<file path="config.mk">
export PLATFORM = sky130hd
export DESIGN_NAME = debug_capture
export DESIGN_NICKNAME = d
export VERILOG_FILES = /design/src/rtl/debug_pkg.sv /design/src/rtl/debug_capture_debounce.sv /design/src/rtl/debug_capture.sv
export SDC_FILE = /design/constraint.sdc
export NUM_CORES = 1
export LEC_CHECK = 0
export ABC_AREA = 1
export ABC_CLOCK_PERIOD_IN_PS = 3700
export BUFFER_PORTS_ARGS = -buffer_cell sky130_fd_sc_hd__buf_4
export CORE_ASPECT_RATIO = 0.5
export CORE_UTILIZATION = 63
export CTS_CLUSTER_DIAMETER = 80
export DETAILED_ROUTE_END_ITERATION = 7
export PLACE_DENSITY = 0.91
export SETUP_SLACK_MARGIN = 0.05
export SYNTH_ARGS = -nofsm -noshare
export SYNTH_HDL_FRONTEND = slang
export SYNTH_HIERARCHICAL = 1
export SYNTH_SLANG_ARGS = --single-unit
</file>
<file path="constraint.sdc">
create_clock -name clk -period 3.7 [get_ports clk]
set_input_delay 0.185 -clock clk [delete_from_list [all_inputs] [get_ports clk]]
set_output_delay 0.185 -clock clk [all_outputs]
set_load 0.03 [all_outputs]
</file>
<file path="src/rtl/debug_pkg.sv">
// Shared definitions for the debug capture block.
// Holds edge-select encodings, event field offsets and a width helper.
package debug_pkg;

  // edge_sel encodings; 2'b11 behaves like EDGE_BOTH
  localparam logic [1:0] EDGE_BOTH = 2'b00;
  localparam logic [1:0] EDGE_RISE = 2'b01;
  localparam logic [1:0] EDGE_FALL = 2'b10;

  // Event word layout: {timestamp, state}; state sits at bit 0
  localparam int unsigned STATE_LSB = 0;

  // Timestamp field starts right above the WIDTH-bit state field
  function automatic int unsigned ts_lsb(input int unsigned width);
    return width;
  endfunction

  // Ceiling log2, usable in constant expressions
  function automatic int unsigned clog2(input int unsigned n);
    int unsigned r;
    longint unsigned v;
    r = 0;
    v = 1;
    while (v < longint'(n)) begin
      v = v << 1;
      r = r + 1;
    end
    return r;
  endfunction

endpackage

</file>
<file path="src/rtl/debug_capture_debounce.sv">
// One debug channel: 2-FF synchroniser followed by a stability counter.
// Ports: clk, reset (async, active-high), w (raw input), db (debounced state).
module debounce_cnt
  import debug_pkg::*;
#(
  parameter int unsigned DB_CYCLES = 1000000
) (
  input  logic clk,
  input  logic reset,
  input  logic w,
  output logic db
);

  localparam int unsigned CW = clog2(DB_CYCLES);
  localparam logic [CW-1:0] LAST = CW'(DB_CYCLES - 1);

  logic s1;
  logic s2;
  logic [CW-1:0] cnt;

  // Counter only runs while the synced input disagrees with the held state
  always_ff @(posedge clk or posedge reset) begin
    if (reset) begin
      s1  <= 1'b0;
      s2  <= 1'b0;
      db  <= 1'b0;
      cnt <= '0;
    end else begin
      s1 <= w;
      s2 <= s1;
      if (s2 == db) begin
        cnt <= '0;
      end else if (cnt == LAST) begin
        db  <= s2;
        cnt <= '0;
      end else begin
        cnt <= cnt + CW'(1);
      end
    end
  end

endmodule

</file>
<file path="src/rtl/debug_capture.sv">
// Debounces WIDTH debug inputs, detects masked edge-qualified changes and
// queues {timestamp, state} events in a first-word-fall-through FIFO.
// Ports: clk, reset (async, active-high), w (raw inputs), mask, edge_sel,
// clr_ovf, data (debounced state), trigger (change pulse), out_valid /
// out_ready / out_data (event stream), fill (occupancy), overflow (sticky drop).
module debug_capture
  import debug_pkg::*;
#(
  parameter int unsigned WIDTH     = 8,
  parameter int unsigned DB_CYCLES = 1000000,
  parameter int unsigned DEPTH     = 16,
  parameter int unsigned TS_WIDTH  = 16
) (
  input  logic                      clk,
  input  logic                      reset,
  input  logic [WIDTH-1:0]          w,
  input  logic [WIDTH-1:0]          mask,
  input  logic [1:0]                edge_sel,
  input  logic                      clr_ovf,
  output logic [WIDTH-1:0]          data,
  output logic                      trigger,
  output logic                      out_valid,
  input  logic                      out_ready,
  output logic [TS_WIDTH+WIDTH-1:0] out_data,
  output logic [clog2(DEPTH):0]     fill,
  output logic                      overflow
);

  localparam int unsigned AW  = clog2(DEPTH);
  localparam int unsigned EW  = TS_WIDTH + WIDTH;
  localparam int unsigned TSL = ts_lsb(WIDTH);
  localparam logic [AW:0] FULL = (AW + 1)'(DEPTH);

  logic [WIDTH-1:0]    db;
  logic [TS_WIDTH-1:0] ts;
  logic [EW-1:0]       mem [DEPTH];
  logic [AW-1:0]       wr_ptr;
  logic [AW-1:0]       rd_ptr;

  logic [WIDTH-1:0] rise_c;
  logic [WIDTH-1:0] fall_c;
  logic [WIDTH-1:0] qual_c;
  logic             push_c;
  logic             pop_c;
  logic             accept_c;
  logic             drop_c;
  logic [AW:0]      fill_next_c;
  logic [EW-1:0]    event_c;

  // Per-channel synchroniser and debounce
  for (genvar i = 0; i < WIDTH; i++) begin : g_ch
    debounce_cnt #(.DB_CYCLES(DB_CYCLES)) u_db (
      .clk   (clk),
      .reset (reset),
      .w     (w[i]),
      .db    (db[i])
    );
  end

  // Change qualification and FIFO control
  always_comb begin
    rise_c      = db & ~data;
    fall_c      = ~db & data;
    qual_c      = '0;
    event_c     = '0;
    fill_next_c = fill;
    case (edge_sel)
      EDGE_RISE: qual_c = rise_c & mask;
      EDGE_FALL: qual_c = fall_c & mask;
      default:   qual_c = (rise_c | fall_c) & mask;
    endcase
    push_c   = |qual_c;
    pop_c    = out_valid & out_ready;
    // A full FIFO still accepts when the head leaves on the same edge
    accept_c = push_c & ((fill < FULL) | pop_c);
    drop_c   = push_c & ~accept_c;
    if (accept_c && !pop_c) begin
      fill_next_c = fill + (AW + 1)'(1);
    end else if (pop_c && !accept_c) begin
      fill_next_c = fill - (AW + 1)'(1);
    end
    event_c[TSL +: TS_WIDTH]    = ts;
    event_c[STATE_LSB +: WIDTH] = db;
  end

  // State, timestamp, pointers and status
  always_ff @(posedge clk or posedge reset) begin
    if (reset) begin
      data      <= '0;
      trigger   <= 1'b0;
      ts        <= '0;
      wr_ptr    <= '0;
      rd_ptr    <= '0;
      fill      <= '0;
      out_valid <= 1'b0;
      overflow  <= 1'b0;
    end else begin
      data      <= db;
      trigger   <= push_c;
      ts        <= ts + TS_WIDTH'(1);
      fill      <= fill_next_c;
      out_valid <= (fill_next_c != '0);
      if (accept_c) begin
        wr_ptr <= wr_ptr + AW'(1);
      end
      if (pop_c) begin
        rd_ptr <= rd_ptr + AW'(1);
      end
      // A new drop outranks a simultaneous clear
      if (drop_c) begin
        overflow <= 1'b1;
      end else if (clr_ovf) begin
        overflow <= 1'b0;
      end
    end
  end

  // Event storage; contents are don't-care until written
  always_ff @(posedge clk) begin
    if (accept_c) begin
      mem[wr_ptr] <= event_c;
    end
  end

  assign out_data = mem[rd_ptr];

endmodule

</file>
# Word-level counts from Yosys, hierarchy flattened
# Memories as Yosys holds them, arrays and structs flattened.
# Index checks and enable logic that the tools add are counted.
# Widths: inputs -> output; s select.
[op_classes]
n_reduce_logical = 15
mux = 23
n_eq_ne = 18
magnitude_cmp = 1
n_bitwise = 21
n_addsub = 13
[ops]
columns = ["operator", "count"]
rows = [
  ["$mux 20", 16],
  ["$add 20x1->20 const B", 8],
  ["$eq 20x20->1 const B", 8],
  ["$and 8x8->8", 5],
  ["$add 16x1->16 const B", 1],
  ["$not 8->8", 2],
  ["$pmux 8 s2", 1],
  ["$reduce_and 2->1", 8],
  ["$mux 5", 2],
  ["$not 1->1", 9],
  ["$add 4x1->4 const B", 2],
  ["$eq 1x1->1", 8],
  ["$or 8x8->8", 1],
  ["$reduce_or 8->1", 1],
  ["$add 5x1->5 const B", 1],
  ["$lt 5x5->1 const B", 1],
  ["$reduce_bool 5->1", 1],
  ["$sub 5x1->5 const B", 1],
  ["$mux 1", 4],
  ["$and 1x1->1", 3],
  ["$eq 2x1->1 const B", 1],
  ["$eq 2x2->1 const B", 1],
  ["$logic_and 1x1->1", 2],
  ["$logic_not 1->1", 2],
  ["2 further kinds", 2],
]
[totals]
regBits = 224
word_cells = 132
memories = 1
ramBits = 384
[mem_list]
columns = ["memory", "depth", "word_bits", "rd", "rd_clocked_by_memory_dff", "write_ports", "line_no", "source"]
rows = [
  ["mem", 16, 24, 1, 0, 1, "debug_capture.sv:36", "logic [EW-1:0] mem [DEPTH];"],
]

# Logic depth before layout (Yosys ltp)
# Gate-level depths: netlist (run 1).
[depth]
depth_word = 12
ltp_mapped = 15
ltp_nobuf = 14

# Hierarchy
# The synthesis (run 1) kept the hierarchy.
[modules_own_cells]
columns = ["mod", "area_per_inst_um2", "cells_each", "n_inst"]
rows = [
  ["debug_capture", 17227.8, 1209, 1],
  ["debounce_cnt", 1338.8, 162, 8],
]

# Worst setup path after synthesis (run 1)
# No wires, ideal clock.
[synth_path]
path_type = "register to register"
from = "reg g_ch[3].u_db.db"
to = "mem mem[11][0] (netlist bit), enable pin"
required_time_ps = 3295
setup_ps = 405
path_slack_ps = 582
stages_incl_launch_ff = 11
arrival_ps = 2713
cell_sequence = "dfrtp_1 > ha_1 > a21boi_0 > nand2_1 > nand2_2 > nor2_8 > nand2_8 > nand2_4 > nor2_1 > inv_1 > nor2_1"
[synth_via]
elab_chain_cells = 9
word_cells_on_any_way = 12
[synth_lines]
columns = ["element", "line_no", "source"]
rows = [
  ["from (decl)", "debug_capture_debounce.sv:11", "output logic db"],
  ["from (signal assigned)", "debug_capture_debounce.sv:26", "db <= 1'b0;"],
  ["from (signal assigned)", "debug_capture_debounce.sv:34", "db <= s2;"],
  ["$not 8->8", "debug_capture.sv:63", "fall_c = ~db & data;"],
  ["$and 8x8->8", "debug_capture.sv:63", ""],
  ["$or 8x8->8", "debug_capture.sv:70", "default: qual_c = (rise_c | fall_c) & mask;"],
  ["$and 8x8->8", "debug_capture.sv:70", ""],
  ["$pmux 8 s2 (*)", "debug_capture.sv:67", "case (edge_sel)"],
  ["$reduce_or 8->1 (*)", "debug_capture.sv:72", "push_c = |qual_c;"],
  ["via push_c", "debug_capture.sv:43", "logic push_c;"],
  ["$and 1x1->1 (*)", "debug_capture.sv:75", "accept_c = push_c & ((fill < FULL) | pop_c);"],
  ["$mux 1 (*)", "debug_capture.sv:120", "if (accept_c) begin"],
  ["$mux 1 (not written as such) (*)", "debug_capture.sv:121", "mem[wr_ptr] <= event_c;"],
  ["to (decl)", "debug_capture.sv:36", ""],
]
# Mark *: on every way through the listed nets, which the timed path passes. The rest lies on a longest branch.

# Final worst setup path (run 1)
[layout_path]
from = "reg rd_ptr[1]"
to = "out out_data[13]"
[layout_via]
elab_chain_cells = 1
[layout_lines]
columns = ["element", "line_no", "source"]
rows = [
  ["from (decl)", "debug_capture.sv:38", "logic [AW-1:0] rd_ptr;"],
  ["from (signal assigned)", "debug_capture.sv:107", "rd_ptr <= rd_ptr + AW'(1);"],
  ["$mem_v2 16x24", "--", ""],
  ["to (decl)", "debug_capture.sv:24", "output logic [TS_WIDTH+WIDTH-1:0] out_data,"],
]
# No other way between the ends.

==> results of run 1 <==
==> state kept, by name, summed over array words and instances (netlist names) <==
| signal | cells |
|---|---|
| data | 8 |
| fill | 5 |
| g_ch.u_db/cnt | 160 |
| g_ch.u_db/db | 8 |
| g_ch.u_db/s1 | 8 |
| g_ch.u_db/s2 | 8 |
| mem | 384 |
| out_valid | 1 |
| overflow | 1 |
| rd_ptr | 4 |
| trigger | 1 |
| ts | 16 |
| wr_ptr | 4 |
==> metal layers <==
| metal | routed length, microns | part of all wire, % |
|---|---|---|
| met3 | 6452 | 9.5 |
| met1 | 25030 | 37 |
| met4 | 3093 | 4.6 |
| met5 | 13 | 0.019 |
| met2 | 33220 | 49 |
==> cells in the mapped netlist (15+ instances only) <==
| master | count | share of area, % |
|---|---|---|
| nand4_1 | 36 | 0.81 |
| nand3_2 | 17 | 0.61 |
| nand3_1 | 148 | 2.7 |
| a21oi_1 | 19 | 0.34 |
| o21ai_0 | 102 | 1.8 |
| edfxtp_1 | 384 | 41 |
| o221ai_1 | 79 | 2.5 |
| nor3_1 | 16 | 0.29 |
| buf_2 | 15 | 0.27 |
| nor2_1 | 449 | 6.0 |
| dfrtp_1 | 224 | 20 |
| inv_2 | 20 | 0.27 |
| nor2_4 | 48 | 1.9 |
| nand2_4 | 18 | 0.73 |
| o32ai_1 | 17 | 0.53 |
| nand2_1 | 245 | 3.3 |
| xnor2_1 | 23 | 0.72 |
| o211ai_1 | 18 | 0.48 |
| nor2_2 | 50 | 1.1 |
| nand2_2 | 79 | 1.8 |
| clkbuf_1 | 46 | 0.62 |
| o21ai_1 | 37 | 0.66 |
| mux2i_1 | 79 | 2.8 |
| inv_1 | 163 | 2.2 |
| ha_1 | 34 | 1.5 |
| xor2_1 | 69 | 2.2 |
| nor3b_2 | 16 | 0.72 |
==> worst register-to-register path, cell delays in order, from the launching register on <==
cell      delay, ns
dfrtp_1        0.89
ha_1           0.38
a21boi_0       0.21
nand2_1        0.10
nand2_2        0.11
nor2_8         0.07
nand2_8        0.09
nand2_4        0.09
inv_2          0.11
nand2_1        0.26
nor2_4         0.78
==> metrics by stage <==
stage,setup slack [ns],std cells,total power (uW)
2_1_floorplan,0.5821,2505,11820
3_3_place_gp,0.5565,3106,13500
3_5_place_dp,0.4187,3106,13780
4_1_cts,0.2560,3211,19650
5_1_grt,0.05225,3211,20350
6_report,0.1150,3211,19760
==> layout make-up <==
class / count / area (sq um) / share of cell area (%)
flip-flops and latches: 608 / 17150 / 55.21
multi-input cells: 1643 / 9926 / 31.96
clock buffers: 67 / 1408 / 4.532
repair buffers: 94 / 743.2 / 2.393
well taps: 588 / 735.7 / 2.369
inverters: 183 / 689.4 / 2.220
clock inverters: 28 / 410.4 / 1.321
==> power by group <==
group          switching (uW)  internal [uW]
clock network            2520           3340
registers                 460           7800
logic                    3960           1680
==> logic make-up (layout without fill, tap and decap cells) <==
logic type	count (synthesis)	count (layout)	synth area share (%)
fa+ha+maj	34	34	1.523
xor+xnor	100	100	3.350
buf+inv	254	372	3.565
simple gates	1151	1151	20.88
mux	79	79	2.830
compound gates	279	279	6.512
flops	608	608	61.34
==> placed cells by master (no fill, tap or decap), drive strengths merged, types with 18 or more instances in the layout <==
master	count
nor2	549
edfxtp	384
nand2	343
dfrtp	224
inv	185
nand3	165
o21ai	139
buf	84
mux2i	79
o221ai	79
xor2	77
clkbuf	67
nand4	36
ha	34
nor3	24
xnor2	23
a21oi	19
o211ai	18
==> timing repair <==
| item | 4_1_cts | 5_1_grt |
|---|---|---|
| hold endpoints to repair | 233 | 0 |
| hold buffers | 10 | 0 |
| buffers inserted | 0 | 0 |
==> path summary, 6_finish.rpt <==
check / to / slack (ns) / depth (start not counted)
hold reg to reg: g_ch[5].u_db/s2$_DFF_PP0_ / 0.35 / 0
min in group asynchronous: g_ch[1].u_db/cnt[18]$_DFF_PP0_ / 0.41 / 3
hold / removal: rd_ptr[1]$_DFFE_PP0P_ / 0.12 / 5
max in group asynchronous: rd_ptr[0]$_DFFE_PP0P_ / 2.50 / 3
setup / recovery: out_data[13] / 0.11 / 6
setup reg to reg: mem[6][17]$_DFFE_PP_ / 0.23 / 10
==> metrics.cfg, run 1 <==
[power_and_ir_drop]
peakVddDrop_mv = 0.5597
power_density_nw_per_um2 = 636.4
power.leakage_uw = 0.01188

[drt]
route.detailed.drc = 0
via_count = 19680
initialDrtViolationCount = 2565
first_pass_iters = 6
final_antenna_net_count = 0
wl_per_cell_microns = 21.12
finalWirelength_mm = 67.81
avgViaCountPerCell = 6.129

[critical_path]
worst-path-max-fanout = 97
crit_buf_inv = 2
start_kind = flip-flop
critical_path_class = reg -> out
endpoint_kind = primary output
reg2reg_from = g_ch[7].u_db/db$_DFFE_PP0P_
crit_start = rd_ptr[1]$_DFFE_PP0P_
cpMostUsedCell = buf_4
critical_path.top_delay_family = flip-flops
crit_required_ns = 3.51
crit_path_max_incr_delay_ns = 1.07
cp_data_arrival_time_ns = 3.40
crit_slowest_cell = dfrtp_4
crit_chain = buf_4 -> o21ai_0 -> o221ai_1 -> nand3_1 -> nand2_1 -> buf_4

[layout]
syn_to_final_growth_pct = 11.16
fin_util_pct = 71.16
fill_cells = 2685
final_nets = 2637
drive_above_1_share_pct = 17.46
antenna_cells = 0
post-route-cell-area_sq_um = 31060

[timing]
hold_ws_ns = 0.1175
setup-tns-final_ns = 0
final_hold_viol_count = 0
clock_skew_ns = 0.03682
min_period_ns = 3.585
slew_headroom_pct = 26.23
max_freq_ghz = 0.2789
finalMaxSlewViolations = 0
worst_pin_slew_ns = 1.105
final-setup-viol-count = 0
rsz0062_at_grt = no
fin_crit_sh_pct = 96.89

[place]
portBuffers = 61
placed_area_sq_um = 29140
dp_hpwl_mm = 41.86
gp_congestion = 0.9062

[synth]
async_flop_share_pct = 36.84
synth-seq-cells = 608
ys.flop_type = edfxtp_1
synth_area_per_cell_sq_um = 11.15
ys_warn_count = 6
ys_seq_area_share_pct = 61.34
syn_nets = 2561
synth_area_sq_um = 27940
synth_edf_count = 384
syn_inst = 2505
synth.distinct_cells = 40

[clock_network]
cts_root_buffer = clkbuf_16
ctsHtreeMaxLevel = 2
clkTransAtPathRegs_ns = 0.07
insertion_delay_ns = 0.60
cts_buffers = 51
clock_path_buffers = 3
clock_sinks = 608
cts_tree = built
cts-resized-gates = 0

[grt]
track_usage_pct = 30.13
grt.busiest_layer = met2
grt_pass1_vias = 19470
grt_max_degree = 114
grtUsageMet3_pct = 5.694
grt.overflow.total = 0
antenna_found_initial = 1
grtUsageMet1_pct = 38.09
grt.met2_usage_pct = 51.58
grt_pass1_wl_mm = 105.8

[floorplan]
dieWidth_microns = 299.8
die_area_sq_um = 45240
die_y_microns = 150.9
start_util_pct = 64.01
placementRows = 54
io_pins = 62
coreArea_sq_um = 43650

[worst_hold_path]
hold_class = in -> reg
min_from = out_ready

[outcome]
outcome = complete, no violations

[run]
drv_cap = 0

Note: power is estimated with default switching activity, not from simulation.
==> run 2: changes to the inputs <==
ABC_AREA = not set   (was 1)
CORE_UTILIZATION = 62   (was 63)
PLACE_DENSITY = 0.9   (was 0.91)
==> run 2 against run 1 <==
Against the previous run:
- clock power fell by 11%
- non-clock buffer count rose by 15
- sequential power fell by 2%
- global-route usage rose by 1.2 points
- register-to-register slack improved by 0.11 ns
- synthesized area fell by 8.7%
- synthesized cell count fell by 35%
==> metrics.cfg, run 2 <==
[layout]
top_regs = mem: 384 flops, g_ch.u_db/cnt: 160 flops, ts: 16 flops
layout_common_cells = 384 x edfxtp_1, 221 x dfrtp_1, 160 x nor2_1
fill_cells = 2269
syn_to_final_growth_pct = 12.45
post-route-cell-area_sq_um = 28700
multi_input_area_sq_um = 8082
largest_reg_flops = 384
final_nets = 1798
regMostFlops = mem
regArea_sq_um = 17150
drive_above_1_share_pct = 19.57
layout_commonest_cell = edfxtp_1

[critical_path]
r2r_slack_ns = 0.34
reg2reg_to = out_valid$_DFF_PP0_
start_kind = flip-flop
cpMostUsedCell = buf_4
cp_data_arrival_time_ns = 3.82
critical_path_class = reg -> reg
reg2reg_depth = 11
crit_path_max_incr_delay_ns = 0.50
crit_slowest_cell = or4b_1
reg2reg_from = g_ch[3].u_db/db$_DFFE_PP0P_
worst-path-max-fanout = 18
endpoint_kind = flip-flop
crit_required_ns = 4.16
crit_chain = buf_4 -> inv_1 -> ha_1 -> a221o_1 -> a32oi_1 -> nand4_1 -> buf_4 -> nor3_1 -> mux2i_1 -> nand2_1 -> or4b_1

[drt]
finalWirelength_mm = 63.62
final_antenna_net_count = 0
first_pass_iters = 5
route.detailed.drc = 0
avgViaCountPerCell = 6.715
initialDrtViolationCount = 2002
via_count = 15610
wl_per_cell_microns = 27.38

[synth]
yosysMostFrequentCell = edfxtp_1
synth-seq-cells = 608
ys_warn_count = 6
synth_area_per_cell_sq_um = 15.71
synth_top_area_cell = edfxtp_1
ys_top_cells_by_area = edfxtp_1 45%, dfrtp_1 22%, mux4_2 11%
synth.distinct_cells = 41
async_flop_share_pct = 36.84
synth_area_sq_um = 25520
ys.flop_type = edfxtp_1
synth_common_cells = 384 x edfxtp_1, 224 x dfrtp_1, 172 x nor2_1
syn_inst = 1624
ys_seq_area_share_pct = 67.15
yosys.area.top_type_share_pct = 45.18
synth_edf_count = 384
syn_nets = 1680

[grt]
track_usage_pct = 31.32
grt_max_degree = 49
grt.overflow.total = 0
grt_pass1_wl_mm = 97.70
grt_pass1_vias = 15870
antenna_found_initial = 2

[timing]
final-setup-viol-count = 0
setup-tns-final_ns = 0
min_period_ns = 3.359
finalMaxSlewViolations = 0
slew_headroom_pct = 26.99
worst_pin_slew_ns = 1.095
rsz0062_at_grt = no
final_hold_viol_count = 0
fin_crit_sh_pct = 90.77
max_freq_ghz = 0.2978
clock_skew_ns = 0.04089

[floorplan]
io_pins = 62
die_y_microns = 145.5
coreArea_sq_um = 40470
die_area_sq_um = 42030
dieWidth_microns = 288.9
start_util_pct = 63.06
placementRows = 52

[place]
gp_congestion = 0.8163
placed_area_sq_um = 27040
portBuffers = 61
dp_hpwl_mm = 37.41

[power_and_ir_drop]
peakVddDrop_mv = 0.3848
power.leakage_uw = 0.01062
power_density_nw_per_um2 = 604.6

[clock_network]
postCtsSetupBuffers = 0
cts_buffers = 50
insertion_delay_ns = 0.61
cts_tree = built
clock_path_buffers = 3
ctsHtreeMaxLevel = 2
clkTransAtPathRegs_ns = 0.07
cts_root_buffer = clkbuf_16
clock_sinks = 608

[run]
drv_cap = 0

[worst_hold_path]
hold_depth = 4
hold_class = in -> reg
hold_path_end = rd_ptr[1]$_DFFE_PP0P_
min_from = out_ready

[outcome]
outcome = complete, no violations

[run 2: cell count changes after synthesis, sizes merged, moves of 83 or more]
| cell | before | now |
|---|---|---|
| nor2 | 549 | 172 |
| nand2 | 343 | 72 |
| mux4 | 0 | 120 |
| inv | 183 | 65 |
| o21ai | 139 | 28 |
| nand3 | 165 | 56 |
| xnor2 | 23 | 106 |
[run 2: cells by family (layout without fill, tap and decap cells)]
logic type / after synthesis / count (layout) / share of synthesized area, %
AO/OA/AOI/OAI: 64 / 64 / 1.687
XOR/XNOR: 151 / 151 / 5.182
adder cells (fa/ha/maj): 34 / 34 / 1.667
buffers and inverters: 108 / 267 / 1.731
flip-flops: 608 / 608 / 67.15
multiplexers: 147 / 147 / 11.69
other: 0 / 1 / 0
AND/OR/NAND/NOR: 512 / 512 / 10.90
[run 2: worst max-delay path: cells and delay by family (launching register included)]
family                     cells  cell delay (ns)
and+or+nand+nor                4             1.14
buffers and inverters          3             0.62
AOI/OAI and AO/OA              2             0.56
DFF                            1             0.41
muxes                          1             0.29
adders and majority gates      1             0.19
[run 2: power by group]
part,switching [uW],leakage [uW],internal [uW]
sequential,571,0.00687,7540
combinational,2210,0.00300,1800
clock,2520,0.000746,2720
total,5290,0.0106,12100
[run 2: worst max path at each step]
stage	from	to	slack, ns	depth (start not counted)
2_1_floorplan	data[5]$_DFF_PP0_	mem[15][0]$_DFFE_PP_	0.21	9
3_3_place_gp	edge_sel[0]	mem[15][18]$_DFFE_PP_	0.49	10
3_5_place_dp	edge_sel[0]	mem[15][1]$_DFFE_PP_	0.18	10
4_1_cts	g_ch[3].u_db/db$_DFFE_PP0P_	mem[15][1]$_DFFE_PP_	0.25	10
5_1_grt	rd_ptr[0]$_DFFE_PP0P_	out_data[22]	0.27	4
6_report	g_ch[3].u_db/db$_DFFE_PP0P_	out_valid$_DFF_PP0_	0.34	11
[run 2: area by class of cell]
cell class / instances / share of cell area, %
Antenna cell: 1 / 0.008720
Clock buffer: 60 / 4.491
Clock inverter: 33 / 0.9330
Inverter: 65 / 0.8502
Multi-Input combinational cell: 908 / 28.16
Sequential cell: 608 / 59.74
Tap cell: 540 / 2.354
Timing Repair Buffer: 109 / 3.462
[run 2: through the flow]
step	hold WS, ns	utilization [%]	total power, uW	setup slack (ns)	instances
2_1_floorplan	0.1869	-	10650	0.2127	1624
3_3_place_gp	0.2942	66.81	11920	0.4909	2220
3_5_place_dp	0.2956	66.81	12110	0.1796	2220
4_1_cts	0.06630	70.90	17350	0.2494	2323
5_1_grt	0.1271	70.91	17780	0.2650	2323
6_report	0.1158	70.92	17350	0.3415	2324
[run 2: layer usage]
layer | share of wire, % | global-route usage (%)
met1 | 36 | 43.21
met2 | 48 | 49.67
met3 | 11 | 6.708
met4 | 3.9 | 12.05
met5 | 0 | 0
[run 2: repair_timing]
action / 4_1_cts / 5_1_grt
resized for setup: 0 / 1
hold buffers: 10 / 0
hold endpoints to repair: 233 / 0
setup endpoints to repair: 0 / 26
